**config.mk**
```make
export PLATFORM = sky130hd
export DESIGN_NAME = mem_bist
export DESIGN_NICKNAME = d
export VERILOG_FILES = /design/src/rtl/mem_pkg.sv /design/src/rtl/mem_core.sv /design/src/rtl/mem_bist.sv
export SDC_FILE = /design/constraint.sdc
export NUM_CORES = 1
export LEC_CHECK = 0
export CAP_MARGIN = 10
export CORE_MARGIN = 1
export CORE_UTILIZATION = 50
export DETAILED_ROUTE_END_ITERATION = 8
export PLACE_DENSITY_LB_ADDON = 0.05
export SLEW_MARGIN = 20
export SYNTH_ARGS = -nofsm -noshare
export SYNTH_HDL_FRONTEND = slang
export SYNTH_HIERARCHICAL = 1
export SYNTH_SLANG_ARGS = --single-unit
export TNS_END_PERCENT = 30
```
**constraint.sdc**
```tcl
create_clock -name clk -period 3.8 [get_ports clk]
set_clock_uncertainty 0.05 [all_clocks]
set_input_delay 0.57 -clock clk [delete_from_list [all_inputs] [get_ports clk]]
set_output_delay 0.57 -clock clk [all_outputs]
set_load 0.03 [all_outputs]
```
**src/rtl/mem_pkg.sv**
```systemverilog
// Shared types and per-element constants for the mem_bist RAM and its March C- engine.
package mem_pkg;

  typedef enum logic [2:0] {
    M0,
    M1,
    M2,
    M3,
    M4,
    M5
  } march_elem_e;

  // One state per element phase: RD issues the read, CHK compares and writes back.
  typedef enum logic [3:0] {
    ST_IDLE,
    ST_M0,
    ST_M1_RD,
    ST_M1_CHK,
    ST_M2_RD,
    ST_M2_CHK,
    ST_M3_RD,
    ST_M3_CHK,
    ST_M4_RD,
    ST_M4_CHK,
    ST_M5_RD,
    ST_M5_CHK
  } bist_state_e;

  typedef struct packed {
    logic down;
    logic rd_val;
    logic wr_val;
    logic has_write;
  } elem_cfg_t;

  function automatic logic elem_is_down(march_elem_e e);
    return (e == M3) || (e == M4);
  endfunction

  function automatic elem_cfg_t elem_cfg(march_elem_e e);
    elem_cfg_t c;
    c = '0;
    c.down = elem_is_down(e);
    case (e)
      M0:      begin c.rd_val = 1'b0; c.wr_val = 1'b0; c.has_write = 1'b1; end
      M1:      begin c.rd_val = 1'b0; c.wr_val = 1'b1; c.has_write = 1'b1; end
      M2:      begin c.rd_val = 1'b1; c.wr_val = 1'b0; c.has_write = 1'b1; end
      M3:      begin c.rd_val = 1'b0; c.wr_val = 1'b1; c.has_write = 1'b1; end
      M4:      begin c.rd_val = 1'b1; c.wr_val = 1'b0; c.has_write = 1'b1; end
      M5:      begin c.rd_val = 1'b0; c.wr_val = 1'b0; c.has_write = 1'b0; end
      default: c = '0;
    endcase
    return c;
  endfunction

  // Idle maps to M0 so the address preload for a new run is the M0 start.
  function automatic march_elem_e state_elem(bist_state_e s);
    case (s)
      ST_M1_RD, ST_M1_CHK: return M1;
      ST_M2_RD, ST_M2_CHK: return M2;
      ST_M3_RD, ST_M3_CHK: return M3;
      ST_M4_RD, ST_M4_CHK: return M4;
      ST_M5_RD, ST_M5_CHK: return M5;
      default:             return M0;
    endcase
  endfunction

endpackage

```
**src/rtl/mem_core.sv**
```systemverilog
// Single-port synchronous RAM: one write port, registered read-first read port.
module mem_core #(
  parameter int unsigned ADR_SIZE  = 4,
  parameter int unsigned DATA_SIZE = 8
) (
  input  logic                 clk,
  input  logic                 rst_n,
  input  logic [ADR_SIZE-1:0]  adr,
  input  logic [DATA_SIZE-1:0] wdata,
  input  logic                 wr_en,
  input  logic                 rd_en,
  output logic [DATA_SIZE-1:0] rdata
);

  localparam int unsigned DEPTH = 2 ** ADR_SIZE;

  logic [DEPTH-1:0][DATA_SIZE-1:0] ram;

  // Array contents are deliberately not reset.
  always_ff @(posedge clk) begin
    if (wr_en) begin
      ram[adr] <= wdata;
    end
  end

  // Non-blocking read samples the pre-write word when both strobes are high.
  always_ff @(posedge clk or negedge rst_n) begin
    if (!rst_n) begin
      rdata <= '0;
    end else if (rd_en) begin
      rdata <= ram[adr];
    end
  end

endmodule

```
**src/rtl/mem_bist.sv**
```systemverilog
// Data RAM with an integrated March C- engine: FSM, address counter, compare and fail capture.
module mem_bist
  import mem_pkg::*;
#(
  parameter int unsigned ADR_SIZE  = 4,
  parameter int unsigned DATA_SIZE = 8
) (
  input  logic                 clk,
  input  logic                 rst_n,
  input  logic [ADR_SIZE-1:0]  adress,
  input  logic [DATA_SIZE-1:0] wdata,
  input  logic                 wr_en,
  input  logic                 read_en,
  output logic [DATA_SIZE-1:0] rdata,
  input  logic                 bist_start,
  output logic                 bist_busy,
  output logic                 bist_done,
  output logic                 bist_fail,
  output logic [ADR_SIZE-1:0]  fail_adr
);

  localparam int unsigned DEPTH = 2 ** ADR_SIZE;
  localparam logic [ADR_SIZE-1:0] ADR_LAST = ADR_SIZE'(DEPTH - 1);

  bist_state_e           state;
  bist_state_e           state_nxt;
  logic [ADR_SIZE-1:0]   adr_q;
  logic [ADR_SIZE-1:0]   adr_nxt;
  elem_cfg_t             cfg;
  logic                  idle_c;
  logic                  at_last_c;
  logic                  step_c;
  logic                  chk_c;
  logic                  bist_rd_c;
  logic                  bist_wr_c;
  logic [DATA_SIZE-1:0]  exp_c;
  logic [DATA_SIZE-1:0]  bist_wdata_c;
  logic [ADR_SIZE-1:0]   core_adr_c;
  logic [DATA_SIZE-1:0]  core_wdata_c;
  logic                  core_wr_c;
  logic                  core_rd_c;

  assign cfg          = elem_cfg(state_elem(state));
  assign idle_c       = (state == ST_IDLE);
  assign at_last_c    = (adr_q == (cfg.down ? '0 : ADR_LAST));
  assign exp_c        = {DATA_SIZE{cfg.rd_val}};
  assign bist_wdata_c = {DATA_SIZE{cfg.wr_val}};

  always_ff @(posedge clk or negedge rst_n) begin
    if (!rst_n) begin
      state <= ST_IDLE;
      adr_q <= '0;
    end else begin
      state <= state_nxt;
      adr_q <= adr_nxt;
    end
  end

  // Next state, engine strobes and address stepping.
  always_comb begin
    state_nxt = state;
    adr_nxt   = adr_q;
    step_c    = 1'b0;
    chk_c     = 1'b0;
    bist_rd_c = 1'b0;
    bist_wr_c = 1'b0;
    case (state)
      ST_IDLE:   if (bist_start) state_nxt = ST_M0;
      ST_M0:     if (at_last_c) state_nxt = ST_M1_RD;
      ST_M1_RD:  state_nxt = ST_M1_CHK;
      ST_M1_CHK: state_nxt = at_last_c ? ST_M2_RD : ST_M1_RD;
      ST_M2_RD:  state_nxt = ST_M2_CHK;
      ST_M2_CHK: state_nxt = at_last_c ? ST_M3_RD : ST_M2_RD;
      ST_M3_RD:  state_nxt = ST_M3_CHK;
      ST_M3_CHK: state_nxt = at_last_c ? ST_M4_RD : ST_M3_RD;
      ST_M4_RD:  state_nxt = ST_M4_CHK;
      ST_M4_CHK: state_nxt = at_last_c ? ST_M5_RD : ST_M4_RD;
      ST_M5_RD:  state_nxt = ST_M5_CHK;
      ST_M5_CHK: state_nxt = at_last_c ? ST_IDLE : ST_M5_RD;
      default:   state_nxt = ST_IDLE;
    endcase

    case (state)
      ST_IDLE: adr_nxt = '0;
      ST_M0: begin
        bist_wr_c = 1'b1;
        step_c    = 1'b1;
      end
      ST_M1_RD, ST_M2_RD, ST_M3_RD, ST_M4_RD, ST_M5_RD: bist_rd_c = 1'b1;
      ST_M1_CHK, ST_M2_CHK, ST_M3_CHK, ST_M4_CHK, ST_M5_CHK: begin
        chk_c     = 1'b1;
        bist_wr_c = cfg.has_write;
        step_c    = 1'b1;
      end
      default: adr_nxt = '0;
    endcase

    // End of element reloads the start address of the next one with no gap cycle.
    if (step_c) begin
      if (at_last_c) begin
        adr_nxt = elem_is_down(state_elem(state_nxt)) ? ADR_LAST : '0;
      end else if (cfg.down) begin
        adr_nxt = adr_q - ADR_SIZE'(1);
      end else begin
        adr_nxt = adr_q + ADR_SIZE'(1);
      end
    end
  end

  // Functional port owns the array only while idle, including the start cycle.
  assign core_adr_c   = idle_c ? adress  : adr_q;
  assign core_wdata_c = idle_c ? wdata   : bist_wdata_c;
  assign core_wr_c    = idle_c ? wr_en   : bist_wr_c;
  assign core_rd_c    = idle_c ? read_en : bist_rd_c;

  mem_core #(
    .ADR_SIZE  (ADR_SIZE),
    .DATA_SIZE (DATA_SIZE)
  ) u_core (
    .clk   (clk),
    .rst_n (rst_n),
    .adr   (core_adr_c),
    .wdata (core_wdata_c),
    .wr_en (core_wr_c),
    .rd_en (core_rd_c),
    .rdata (rdata)
  );

  // Status flags: cleared by an accepted start, fail address holds the first miscompare.
  always_ff @(posedge clk or negedge rst_n) begin
    if (!rst_n) begin
      bist_busy <= 1'b0;
      bist_done <= 1'b0;
      bist_fail <= 1'b0;
      fail_adr  <= '0;
    end else begin
      bist_busy <= (state_nxt != ST_IDLE);
      if (idle_c && bist_start) begin
        bist_done <= 1'b0;
        bist_fail <= 1'b0;
        fail_adr  <= '0;
      end else begin
        if ((state == ST_M5_CHK) && at_last_c) begin
          bist_done <= 1'b1;
        end
        if (chk_c && (rdata != exp_c)) begin
          bist_fail <= 1'b1;
          if (!bist_fail) begin
            fail_adr <= adr_q;
          end
        end
      end
    end
  end

endmodule

```
* Yosys cells after proc, flatten, opt, wreduce, memory -nomap -nowiden *
Memories as Yosys holds them, arrays and structs flattened.
Index checks and enable logic that the tools add are counted.

storage, ports and cells
  register bits = 151
  ROM bits = 96
  bits of input ports = 17
  output and inout port bits = 15
  memories kept = 2

cells by class
  add/sub/neg operators = 2
  magnitude comparators = 2
  eq/ne operators = 22
  multiplexer cells = 38
  reductions and logical operators = 19

memory list
  name              depth  bits a word  read ports  clocked after Yosys merged registers in  wr ports  RTL line       RTL
  (name not given)  16     3            1           0                                        0         mem_pkg.sv:58  case (s)
  (name not given)  16     3            1           0                                        0         mem_pkg.sv:58

operators with widths
  kind                                                                                  number
  128-bit bitwise mux                                                                   1
  4-bit 2-to-1 mux                                                                      14
  4-bit one-hot mux with 12 select lines                                                1
  8-bit binary-select mux with 4-bit select                                             1
  8-bit demux with 4-bit select                                                         1
  8-bit 2-to-1 mux                                                                      3
  4-bit by 3-bit equality test with 1-bit output (second input constant)                4
  4-bit equality test (second input constant)                                           4
  6-bit OR reduction                                                                    2
  11-bit OR reduction                                                                   1
  1-bit 2-to-1 mux                                                                      10
  5-bit OR reduction                                                                    2
  3-bit by 2-bit equality test with 1-bit output (second input constant)                3
  3-bit equality test (second input constant)                                           3
  3-bit 2-to-1 mux                                                                      3
  3-bit one-hot mux with 3 select lines                                                 1
  4-bit by 2-bit equality test with 1-bit output (second input constant)                2
  8-bit != test                                                                         1
  4-bit by 5-bit < comparator with 1-bit output (second input constant)                 1
  4-bit by 1-bit adder with 4-bit output (second input constant)                        1
  4-bit by 1-bit equality test with 1-bit output (second input constant)                1
  4-bit equality test                                                                   1
  4-bit by 1-bit greater-or-equal comparator with 1-bit output (second input constant)  1
  1-bit logical AND                                                                     4
  other kinds (12)                                                                      17

* Depth between registers and ports, before layout *
Gate-level depths: netlist of run 1.
An unclocked memory read counts as a cell.

  depth after elaboration = 16
  gate-level depth with buffers = 10
  depth with buffers taken out = 9

* Modules after synthesis *
The synthesis of run 1 kept the hierarchy.

by module, submodules not included
  module    times used  cells each  area each (um^2)  seq. area each (um^2)
  mem_core  1           263         5281.3            4043.9
  mem_bist  1           143         1207.4            375.4

* Least setup slack after synthesis of run 1 *
No wires, ideal clock.

  kind = register to register
  start = register state[2]
  end = register u_core/ram[0] in the netlist's numbering (enable)
  library setup time = 395 ps
  arrival time = 3101 ps
  path slack = 255 ps
  cell stages (with the launch flop) = 10
  path buffers = 5
  clock period less this slack = 3545 ps
  path through = dfrtp_1 > or3_1 > buf_2 > nor2_1 > buf_2 > mux2_1 > buf_6 > buf_2 > clkbuf_1 > nor4_1

between the ends
  word-level cells in the longest chain between the ends = 6

ends and longest elaborated chain
  what                                               RTL line         RTL
  start: declaration                                 mem_bist.sv:25   bist_state_e state;
  start signal: assignment                           mem_bist.sv:54   state <= state_nxt;
  memory read 16 x 3 bit                             -
  3-bit equality test, or another cell as far along  mem_pkg.sv:44    case (e)
  2-bit OR reduction (no source line)                -
  3-bit one-hot mux with 3 select lines              mem_pkg.sv:44
  1-bit one-hot mux with 2 select lines              mem_bist.sv:83   case (state)
  1-bit 2-to-1 mux *                                 mem_bist.sv:113  assign core_wr_c = idle_c ? wr_en : bist_wr_c;
  end signal: indexed assignment                     mem_core.sv:22   ram[adr] <= wdata;
  end: declaration                                   mem_core.sv:17   logic [DEPTH-1:0][DATA_SIZE-1:0] ram;

Mark *: on every way between the ends. The rest lies on a longest branch, timed or not.
A chain may end at the register's enable or synchronous reset.

* Worst setup path in the final report of run 1 *
  start = register state[2]
  end = register u_core.rdata[0]

between the ends
  word-level cells in the longest chain between the ends = 4

ends and longest elaborated chain
  what                                       RTL line         RTL
  4-bit logical NOT                          mem_bist.sv:44   assign idle_c = (state == ST_IDLE);
  4-bit 2-to-1 mux                           mem_bist.sv:111  assign core_adr_c = idle_c ? adress : adr_q;
  named net core_adr_c[1]                    mem_bist.sv:38   logic [ADR_SIZE-1:0] core_adr_c;
  8-bit binary-select mux with 4-bit select  mem_core.sv:31   rdata <= ram[adr];
  8-bit 2-to-1 mux (implied by the code)     mem_core.sv:31
  end signal: assignment                     mem_core.sv:31
  end: declaration                           mem_core.sv:12   output logic [DATA_SIZE-1:0] rdata

The timed path passes the listed nets, and every way through them passes these cells. The select of a mux whose other input is x is not followed.

==> run_results.csv, run 1 <==
group,metric,value,unit
status,run_status,"finished clean",
critical_path,required,4020,ps
route,wl_per_cell,22.3,um
layout,fill_cells,999,
global_route,antenna_found_initial,0,
min_path,hold_path_class,"in2async",
sta,worstMarginPinSlew,817,ps
sta,fin_crit_sh,0.894,
sta,rsz0062_at_grt,"false",
route,drt_iter0_markers,416,
critical_path,critPathLaunchType,"register",
critical_path,worst_setup_path_end_kind,"register",
critical_path,reg2reg_to,"u_core/rdata[0]",
place,io_buffers,31,
clock_tree,cts_resized,0,
critical_path,path_cells,"or3_1 -> nor2_1 -> mux2_2 -> buf_12 -> mux2_2 -> a221oi_1 -> a31oi_1",
clock_tree,cts.path.max_buffers,2,
critical_path,critPathTopFamily,"simple AND/OR/NAND/NOR gates",
synth,syn_avg_cell_area,16.0,um^2
power,p_leak,2.95,nW
critical_path,arrival,3610,ps
clock_tree,postCtsHoldBufs,0,
die,start_util,0.514,
synth,syn-instance-count,406,
synth,synthFlopType,"edfxtp_1",
global_route,overflow,0,
route,ant_nets,0,
sta,period_minus_slack,3400,ps
die,rows,41,
synth,ys_seq_area_frac,0.681,
synth,syn_area,0.00649,mm^2
clock_tree,cts_buffers,17,
die,fp.dieH,116,um
route,first_pass_iters,5,
clock_tree,postCtsSetupBuffers,0,
synth,synth_commonest_cells,"edfxtp_1, nand2_1, nor2_1",
layout,nets,472,
power,p_total,0.00343,W
sta,slew_violations,0,
synth,synth-seq-cells,151,
flow_run,maxCapViolCount,0,
critical_path,reg2reg_depth,7,
critical_path,slowest_stage,"a221oi_1",
clock_tree,root_buffer,"clkbuf_16",
power,power.density,452,mW/mm^2
layout,syn2layout_area_growth,16.9,%
sta,fmax,294,MHz
place,gp_congestion,0.823,
global_route,grt_pass1_wl,21.4,mm
layout,n_antenna_cell,0,
synth,synth_top_area_share,0.592,
power,max-vdd-ir-drop,0.475,mV
place,dp_hpwl,9.63,mm
layout,layoutNonFillerInstCount,637,
die,io_pins,32,
synth,yosys.cell_count.top_type,"edfxtp_1",
sta,whs,99.8,ps
sta,fin_ws,404,ps
synth,synth_edf_count,128,
clock_tree,path_clk_slew,60,ps
die,die_w,116,um
critical_path,crit_top_cell,"mux2_2",
critical_path,r2r_start,"state[2]",
sta,setup_violations,0,
synth,ys_types,56,
die,coreArea,0.0126,mm^2
sta,maxSlewHeadroom,0.450,
route,vias,3667,
die,fp.dieArea,0.0134,mm^2
layout,layout-drive-gt1-share,0.230,
place,dp.cells,605,
clock_tree,insertion_delay,420,ps
route,route.detailed.drc,0,
global_route,grt_pass1_vias,3647,
place,place_ws,395,ps
clock_tree,cts_tree,"built",
sta,hold_violations,0,
route,drt_wl_total,14.2,mm
synth,yosysTopAreaCell,"edfxtp_1",
synth,syn_nets,426,
critical_path,worstPathMaxFanout,38,
synth,yosys_warnings,6,
critical_path,regToRegSetupSlack,400,ps
clock_tree,cts_sinks,151,
synth,synthTopCellsByArea,"edfxtp_1, dfrtp_1, mux4_2",
global_route,grt_start_max_net_pins,39,
critical_path,path_buf_inv,1,
synth,synthArstFlopShare,0.152,
global_route,grt_use_total,0.231,
sta,fin_tns_setup,0,ps
critical_path,worstSetupPathType,"reg2reg",
route,vias_per_cell,5.76,
clock_tree,htreeDepth,4,
critical_path,worst_path_largest_cell_delay,590,ps
through the flow:
| stage | instance area, um^2 | utilization |
|---|---|---|
| floorplan | 6490 | - |
| global placement | 7010 | 0.556 |
| detailed placement | 7010 | 0.555 |
| CTS | 7590 | 0.601 |
| global route | 7590 | 0.601 |
| finish | 7590 | 0.601 |
where the power goes:
part           leakage, nW  internal [W]  switching, W
clock network        0.277      0.000968      0.000662
logic                0.942     0.0000140    0.00000861
registers             1.73       0.00177             0
total                 2.95       0.00276      0.000670
cell usage in the layout, fill, tap and decap left out, drive strengths merged, types with 5 or more instances in the layout:
master,instances
nor4,5
buf,24
nand2b,6
nand2,35
a22oi,8
mux2,20
edfxtp,128
clkinv,7
nor2,32
a31oi,10
inv,6
mux4,24
a21oi,8
o21ai,9
nor3,9
a221oi,8
clkbuf,17
dfrtp,23
clkdlybuf4s50,30
worst max path at each step:
stage,startpoint,depth (start not counted),slack [ps],to
final,state[2],7,400,u_core/rdata[0]
after global routing,state[2],7,90,u_core/rdata[0]
after CTS,state[2],7,370,u_core/rdata[0]
after detailed placement,state[2],7,400,u_core/rdata[0]
after global placement,state[2],7,450,u_core/rdata[0]
after floorplan,state[2],9,250,u_core/ram[0]
kinds of logic (layout without fill, tap and decap cells):
kind of cell | count (synthesis) | in the layout | share of synthesized area
flops | 151 | 151 | 0.681
simple gates | 111 | 111 | 0.0835
compound gates | 59 | 59 | 0.0671
mux | 48 | 48 | 0.124
buf+inv | 30 | 89 | 0.0307
xor+xnor | 4 | 4 | 0.00656
fa+ha+maj | 3 | 3 | 0.00694
per-layer routing:
layer | part of all wire | up-vias | GRT usage
met3 | 0.050 | 15 | 0.0544
met4 | 0.019 | 0 | 0.0966
met5 | 0 | - | 0
met2 | 0.50 | 107 | 0.373
met1 | 0.43 | 1861 | 0.303
li1 | - | 1684 | -
sequential cells by signal (all words and copies together) (netlist names):
name and count:
adr_q 4, state 4, bist_busy 1, u_core/rdata 8, fail_adr 4, bist_done 1, u_core/ram 128, bist_fail 1
cell type report:
cell class	count	area [um^2]	area share
Clock buffer	17	425	0.0561
Clock inverter	15	154	0.0203
Inverter	3	11.3	0.00148
Multi-Input combinational cell	225	1870	0.247
Sequential cell	151	4420	0.583
Tap cell	172	215	0.0284
Timing Repair Buffer	54	490	0.0647
Power figures use the tool's default switching activity.
==> run 2, diff against run 1 <==
--- a/config.mk
+++ b/config.mk
@@ -6,8 +6,10 @@
 export NUM_CORES = 1
 export LEC_CHECK = 0
 export CAP_MARGIN = 10
+export CELL_PAD_IN_SITES_DETAIL_PLACEMENT = 1
+export CELL_PAD_IN_SITES_GLOBAL_PLACEMENT = 1
 export CORE_MARGIN = 1
-export CORE_UTILIZATION = 50
+export CORE_UTILIZATION = 46
 export DETAILED_ROUTE_END_ITERATION = 8
 export PLACE_DENSITY_LB_ADDON = 0.05
 export SLEW_MARGIN = 20
==> run 2 against run 1 <==
Against the previous run:
- cell count increased by 0.94%
- global-route usage increased by 0.34 points
- setup slack improved by 16 ps
- hold slack better by 2.5 ps
- clock-buffer cell count is 1 higher
- clock power hardly changed
- critical path depth did not move
- utilization down 5.3 points
- sequential power is essentially flat
- largest cell class unchanged
- largest power group unchanged
==> run_results.csv, run 2 (synthesized netlist as in run 1, its figures left out) <==
group,metric,value,unit
status,run_status,"finished clean",
layout,nets,470,
global_route,grt_use_total,0.235,
place,place_ws,351,ps
sta,fin_ws,419,ps
power,power_frac_comb,0.007,
sta,fin_crit_sh,0.890,
sta,fmax,296,MHz
sta,setup_violations,0,
route,vias,3737,
layout,seq_area,0.00442,mm^2
sta,worstMarginPinSlew,769,ps
die,rows,43,
power,p_leak,2.94,nW
layout,largest_reg_flops,128,
critical_path,slowest_stage,"dfrtp_1",
die,die_w,121,um
global_route,grt_pass1_wl,23.8,mm
layout,regMostFlops,"u_core/ram",
sta,whs,102,ps
place,dp_hpwl,10.2,mm
global_route,grt_start_max_net_pins,40,
critical_path,arrival,3610,ps
global_route,grt_pass1_vias,3921,
clock_tree,path_clk_slew,60,ps
clock_tree,cts_buffers,17,
global_route,overflow,0,
clock_tree,postCtsSetupBuffers,0,
clock_tree,root_buffer,"clkbuf_16",
critical_path,crit_top_cell,"mux2_2",
route,drt_wl_total,15.6,mm
die,fp.dieArea,0.0146,mm^2
die,start_util,0.469,
layout,multi_input_area,0.00187,mm^2
sta,fin_tns_setup,0,ps
critical_path,worstSetupPathType,"reg2reg",
die,fp.dieH,121,um
power,switching_power,0.000712,W
route,drt_iter0_markers,285,
sta,slew_violations,0,
route,first_pass_iters,4,
route,dr_wl_met3,702,um
critical_path,worstPathMaxFanout,39,
layout,layout-drive-gt1-share,0.225,
critical_path,reg2reg_depth,7,
sta,rsz0062_at_grt,"false",
layout,reg.largest.list,"u_core/ram x128, u_core/rdata x8",
sta,maxSlewHeadroom,0.486,
clock_tree,htreeDepth,4,
layout,layout_common_cells,"edfxtp_1, nand2_1, nor2_1, clkdlybuf4s50_1, mux4_2",
sta,hold_violations,0,
clock_tree,postCtsHoldBufs,0,
clock_tree,cts_tree,"built",
route,wl_per_cell,24.2,um
route,route.detailed.drc,0,
flow_run,maxCapViolCount,0,
power,max-vdd-ir-drop,0.496,mV
die,coreArea,0.0138,mm^2
route,vias_per_cell,5.81,
power,seq_power_share,0.519,
layout,final_common_cell,"edfxtp_1",
critical_path,required,4030,ps
route,routed.top_layer,"met4",
power,power.density,451,mW/mm^2
global_route,antenna_found_initial,0,
min_path,hold_path_class,"in2async",
critical_path,worst_path_largest_cell_delay,540,ps
clock_tree,cts.path.max_buffers,2,
power,p_int,0.00271,W
critical_path,critPathLaunchType,"register",
layout,fill_cells,1267,
place,gp_congestion,0.815,
sta,period_minus_slack,3380,ps
clock_tree,cts_resized,0,
clock_tree,insertion_delay,430,ps
place,io_buffers,31,
critical_path,path_cells,"or3_1 -> nor2_1 -> mux2_2 -> buf_12 -> mux2_2 -> a221oi_1 -> a31oi_1",
route,met1Wirelength,6.76,mm
clock_tree,cts_sinks,151,
power,swShare,0.208,
power,clkPwrFrac,0.474,
layout,n_antenna_cell,0,
route,wl_met2,7.59,mm
die,io_pins,32,
layout,syn2layout_area_growth,16.9,%
route,ant_nets,0,
critical_path,worst_setup_path_end_kind,"register",
run 2: metal layers:
metal / vias to the layer above / track usage
met3: 26 / 0.0594
met5: - / 0
met1: 1952 / 0.311
met4: 0 / 0.107
li1: 1681 / -
met2: 78 / 0.365
run 2: worst paths after layout:
check                               start              end  slack, ps
worst max-delay path             state[2]  u_core/rdata[6]        420
worst min-delay path                rst_n  u_core/rdata[0]        100
worst max register to register   state[2]  u_core/rdata[6]        420
worst min register to register  bist_done        bist_done        470
max in group asynchronous           rst_n         adr_q[0]       3180
min in group clk                bist_done        bist_done        470
run 2: power groups by stage:
stage	Sequential, W	Combinational [W]	Clock (W)
CTS	0.00177	0.0000237	0.00166
floorplan	0.00181	0.000000151	0
global placement	0.00181	0.0000246	0
finish	0.00177	0.0000235	0.00162
detailed placement	0.00181	0.0000235	0
global route	0.00177	0.0000249	0.00170
run 2: layout make-up:
cell class,count,share of cell area
Timing Repair Buffer,52,0.0643
Clock inverter,14,0.0185
Multi-Input combinational cell,225,0.247
Tap cell,180,0.0297
Clock buffer,18,0.0566
Sequential cell,151,0.583
Inverter,3,0.00148
run 2: through the flow:
| step | std cells | power [W] | cell area [um^2] | util |
|---|---|---|---|---|
| 2_1_floorplan | 406 | 0.00181 | 6490 | - |
| 3_3_place_gp | 611 | 0.00183 | 7020 | 0.508 |
| 3_5_place_dp | 611 | 0.00183 | 7010 | 0.507 |
| 4_1_cts | 643 | 0.00346 | 7580 | 0.548 |
| 5_1_grt | 643 | 0.00350 | 7580 | 0.548 |
| 6_report | 643 | 0.00342 | 7580 | 0.548 |
run 2: worst max-delay path: cells and delay by family (launching register included):
family	cells	cell delay, ps
AOI/OAI and AO/OA	2	680
buffers and inverters	1	320
DFF	1	540
muxes	2	910
and+or+nand+nor	2	700
